--- config.mk ---
export PLATFORM = sky130hd
export DESIGN_NAME = pipe_stage_ctrl
export DESIGN_NICKNAME = d
export VERILOG_FILES = /design/src/rtl/pipe_stage_ctrl.sv
export SDC_FILE = /design/constraint.sdc
export NUM_CORES = 1
export LEC_CHECK = 0
export BUFFER_PORTS_ARGS = -buffer_cell sky130_fd_sc_hd__clkbuf_2
export CAP_MARGIN = 20
export CORE_MARGIN = 3
export CORE_UTILIZATION = 39
export CTS_BUF_LIST = sky130_fd_sc_hd__clkbuf_4
export DETAILED_ROUTE_END_ITERATION = 16
export PLACE_DENSITY = 0.85
export SLEW_MARGIN = 20
export SYNTH_ARGS = -nofsm -noshare
export SYNTH_HDL_FRONTEND = slang
export SYNTH_SLANG_ARGS = --single-unit
export TNS_END_PERCENT = 5
--- constraint.sdc ---
create_clock -name clk -period 1.85 [get_ports clk]
set_input_delay 0.37 -clock clk [delete_from_list [all_inputs] [get_ports clk]]
set_output_delay 0.37 -clock clk [all_outputs]
set_load 0.02 [all_outputs]
--- src/rtl/pipe_stage_ctrl.sv ---
// Pipeline stage controller: warm-up, load-use stall, branch flush and halt/drain.
// Optional load-use stall counter enabled by defining PIPE_STALL_CNT_EN.
module pipe_stage_ctrl #(
  parameter int WARMUP_CYCLES = 1
) (
  input  logic        clk,
  input  logic        reset,
  input  logic [4:0]  id_rs,
  input  logic [4:0]  id_rt,
  input  logic [4:0]  ex_rt,
  input  logic        ex_mem_read,
  input  logic        ex_branch_taken,
  input  logic        halt_req,
  input  logic        resume,
  output logic        pc_en,
  output logic        ifid_en,
  output logic        ifid_clr,
  output logic        idex_clr,
  output logic [2:0]  stage_valid,
  output logic [2:0]  state,
  output logic [31:0] stall_count
);

  typedef enum logic [2:0] {
    WARM  = 3'd0,
    RUN   = 3'd1,
    DRAIN = 3'd2,
    HALT  = 3'd3
  } state_t;

  localparam logic [3:0] WARM_LAST = 4'(WARMUP_CYCLES - 1);

  state_t     r_state;
  logic [3:0] r_warm_cnt;
  logic [2:0] r_valid;
  logic       w_hazard;

  assign w_hazard = ex_mem_read && (ex_rt != 5'd0) &&
                    ((ex_rt == id_rs) || (ex_rt == id_rt));

  // Control outputs are purely combinational; reset forces the WARM pattern.
  always_comb begin
    pc_en    = 1'b0;
    ifid_en  = 1'b0;
    ifid_clr = 1'b1;
    idex_clr = 1'b1;
    if (!reset) begin
      case (r_state)
        RUN: begin
          if (ex_branch_taken) begin
            pc_en    = 1'b1;
            ifid_en  = 1'b1;
            ifid_clr = 1'b1;
            idex_clr = 1'b1;
          end else if (w_hazard) begin
            ifid_clr = 1'b0;
            idex_clr = 1'b1;
          end else if (halt_req) begin
            ifid_clr = 1'b1;
            idex_clr = 1'b0;
          end else begin
            pc_en    = 1'b1;
            ifid_en  = 1'b1;
            ifid_clr = 1'b0;
            idex_clr = 1'b0;
          end
        end
        DRAIN:   idex_clr = ex_branch_taken;
        default: ;
      endcase
    end
  end

  always_ff @(posedge clk) begin
    if (reset) begin
      r_state    <= WARM;
      r_warm_cnt <= 4'd0;
      r_valid    <= 3'b000;
    end else begin
      r_valid[0] <= ifid_clr ? 1'b0 : (ifid_en ? 1'b1 : r_valid[0]);
      r_valid[1] <= idex_clr ? 1'b0 : ((ifid_en || ifid_clr) ? r_valid[0] : 1'b0);
      r_valid[2] <= r_valid[1];
      case (r_state)
        WARM: begin
          if (r_warm_cnt == WARM_LAST) r_state <= RUN;
          else                         r_warm_cnt <= r_warm_cnt + 4'd1;
        end
        RUN: begin
          if (!ex_branch_taken && !w_hazard && halt_req) r_state <= DRAIN;
        end
        DRAIN: begin
          if (r_valid == 3'b000) r_state <= HALT;
        end
        HALT: begin
          if (resume) r_state <= RUN;
        end
        default: begin
          r_state    <= WARM;
          r_warm_cnt <= 4'd0;
        end
      endcase
    end
  end

  assign stage_valid = r_valid;
  assign state       = r_state;

`ifdef PIPE_STALL_CNT_EN
  logic [31:0] r_stall_cnt;
  logic        w_stall;

  assign w_stall = (r_state == RUN) && !ex_branch_taken && w_hazard;

  always_ff @(posedge clk) begin
    if (reset)                              r_stall_cnt <= 32'd0;
    else if (w_stall && r_stall_cnt != '1)  r_stall_cnt <= r_stall_cnt + 32'd1;
  end

  assign stall_count = r_stall_cnt;
`else
  assign stall_count = 32'd0;
`endif

endmodule

==> summary.md <==
| Metric | Value |
|---|---|
| Pwr Density | 823 nW/um^2 |
| Post-Syn Area | approximately 940 sq um |
| DR WL/cell | 10.3 um |
| RSZ-0062 raised after global routing | true |
| Pre-antenna DRT Iters | 4 |
| Hold Path Class | in2reg |
| Max Root-Sink Buffers | 2 |
| Initial antenna violation count | 0 |
| Status | complete, but fails checks |
| CP Max Fanout | 5 |
| Wirelength, routed | ~1900 um |
| Vias in the first global route | between 600 and 700 |
| Diodes inserted | 0 |
| Post-synthesis mux area share | under 10% |
| Setup Skew | between 9 and 10 ps |
| Top cell type's share of synthesized area | between 20% and 30% |
| Asr flop ratio synth | 0% |
| Inst Count DP | 178 |
| Worst hold slack | roughly 420 ps |
| Overall Global Routing Usage | 12.6% |
| Core ar. | 2250 sq um |
| Largest family of logic cells by synthesized area | buffers and inverters |
| M3 GR Usage | 3.22% |
| Failing checks | negative setup slack |
| Fin. max-slew vios | 0 |
| Worst Reg-to-Reg Cells | 6 |
| Layout cells sized above 1 | 28.4% |
| Initial drt markers | 10 |
| Die area | between 3000 and 4000 sq um |
| Die Height | between 50 and 60 um |
| CTS root buffer | clkbuf_4 |
| PnR worst setup slack | -237 ps |
| Filler cell count | around 220 |
| Largest net degree at the start of global routing | 12 |
| # IOs | 63 |
| Num CTS Buffers | 3 |
| Top Usage Layer GRT | met2 |
| Hpwl dp | between 1000 and 1500 um |
| CTS tree | done |
| Critical Path Source Type | primary input |
| Reg2Reg Setup Slack | 170 ps |
| Period minus WS final | around 2100 ps |
| Die W | roughly 55 um |
| Tcrit/Tclk final | 113% |
| CTS H-tree lvls | 1 |
| Simple-gate share of the synthesized area | 17.3% |
| WS Path Type | in2out |
| Dominant cell type by area after synthesis | buf_4 |
| Adder-Cell Fraction of Synth Area | between 10% and 20% |
| Dominant cells by area after synthesis | buf_4 27%, dfxtp_1 19%, ha_1 11% |
| I/O Buffers | 29 |
| RD Place Congestion | between 0.7 and 0.8 |
| Multi-input gate area | about 600 sq um |
| Compound-cell area share of the yosys netlist | around 10% |
| Worst VDD drop | just under 600 uV |
| Most common cell in the netlist | buf_4 |
| Starting Density | 41.6% |
| DRC | 0 |
| Most frequent cells after synthesis | 34 x buf_4, 10 x nor2_1, 9 x dfxtp_1 |
| Max cap viols | 0 |
| Xor/xnor cell area share of the yosys netlist | approximately a tenth |
| Fmax | between 0.4 and 0.5 GHz |
| Syn Inst Count | 120 |
| Clock transition at path regs | 70 ps |
| EDFF count, synth | 0 |
| Final non-filler cell total | roughly 180 |
| GR Util met1 | between 10% and 20% |
| Setup violators final | 4 |
| Tot Pwr | slightly below 0.9 mW |
| Register area share after synthesis | a little under a fifth |
| Crit path required time | between 1000 and 1500 ps |
| Post-Layout Inst Area | roughly 1100 sq um |
| Arrival time worst endpoint | 1720 ps |
| First-pass GRT wire length | 2730 um |
| Routed Antenna Nets | 0 |
| Clock latency on the worst-skew pair | about 280 ps |
| Pleak | roughly 0.58 nW |
| YS warnings | 0 |
| Area Growth Syn to Fin | 15.6% |
| Number of synthesized register bits | 9 |
| CTS Sinks | 9 |
| Rows | 17 |
| Finished Core Util | between 40 and 50% |
| Setup crit end kind | primary output |
| Fin nets | roughly 190 |
| DP Area | 1010 sq um |
| Final hold violations | 0 |
| Avg Inst Size Synth | a little under 8 sq um |
| Vias per inst | between 4 and 5 |
| Gr ovfl total | 0 |
| GR Layer Usage met2 | about a fifth |
| Primary FF master, synth | dfxtp_1 |
| Routed vias | 796 |
| Register Area | 180 sq um |
| Post-synth cell types | 26 |
| Worst Hold Path Cells | 2 |
[registers in the layout, summed over array words and instances (netlist names)]
signal,count
r_warm_cnt,4
state,2
stage_valid,3
[final timing paths]
path	start	end
worst min register to register	stage_valid[0]	stage_valid[0]
worst max-delay path	ex_rt[2]	ifid_en
worst min-delay path	reset	stage_valid[2]
worst max register to register	state[0]	state[0]
[power breakdown]
group          total (mW)  switching [mW]  internal (mW)  leakage, nW
logic               0.474           0.300          0.175        0.492
clock network       0.175          0.0770         0.0982       0.0184
registers           0.243          0.0281          0.215       0.0730
total               0.892           0.405          0.488        0.583
[cell usage in the layout, fill, tap and decap left out, drive strengths merged, types with 3 or more instances in the layout]
| cell | Yosys | layout |
|---|---|---|
| conb | 1 | 33 |
| clkbuf | 1 | 33 |
| nor2 | 10 | 10 |
| dfxtp | 9 | 9 |
| ha | 8 | 8 |
| a21oi | 8 | 8 |
| inv | 7 | 7 |
| xor2 | 6 | 6 |
| nand2 | 6 | 6 |
| nand3 | 5 | 5 |
| buf | 34 | 5 |
| o21ai | 5 | 5 |
| xnor2 | 4 | 4 |
| nor3 | 3 | 3 |
[final cells by class]
| type | count | area share, % |
|---|---|---|
| Timing Repair Buffer | 34 | 19.3 |
| Clock buffer | 4 | 2.77 |
| Multi-Input combinational cell | 101 | 55.7 |
| Sequential cell | 9 | 16.6 |
| Inverter | 7 | 2.42 |
| Tap cell | 28 | 3.23 |
[cell families after synthesis]
family,after synthesis
fa+ha+maj,8
compound gates,16
other cells,1
buf+inv,42
flops,9
simple gates,32
mux,2
xor+xnor,10
[layer usage]
layer	up-vias	part of all wire [%]
li1	393	-
met1	365	42
met2	33	47
met3	5	7.7
met4	0	2.5
met5	-	0
[timing repair]
item,CTS,global route
pin swaps,0,1
setup endpoints to repair,4,4
endpoints found under the hold margin,0,0
gates resized for setup,5,2
hold buffers,0,0
setup buffers,0,1
[per-stage QoR]
step / setup TNS (ps) / setup slack (ps)
6_report: -686 / -237
5_1_grt: -972 / -293
4_1_cts: -598 / -206
3_5_place_dp: -848 / -213
3_3_place_gp: -726 / -173
2_1_floorplan: -107 / -107
[worst max-delay path: stages]
cell and delay [ps]:
clkbuf_8 120, or4_4 500, o21ai_2 130, a21oi_2 70, o21bai_1 150, and3b_2 220
clkbuf_8 150
No activity file was read; power rests on OpenSTA's default activity.
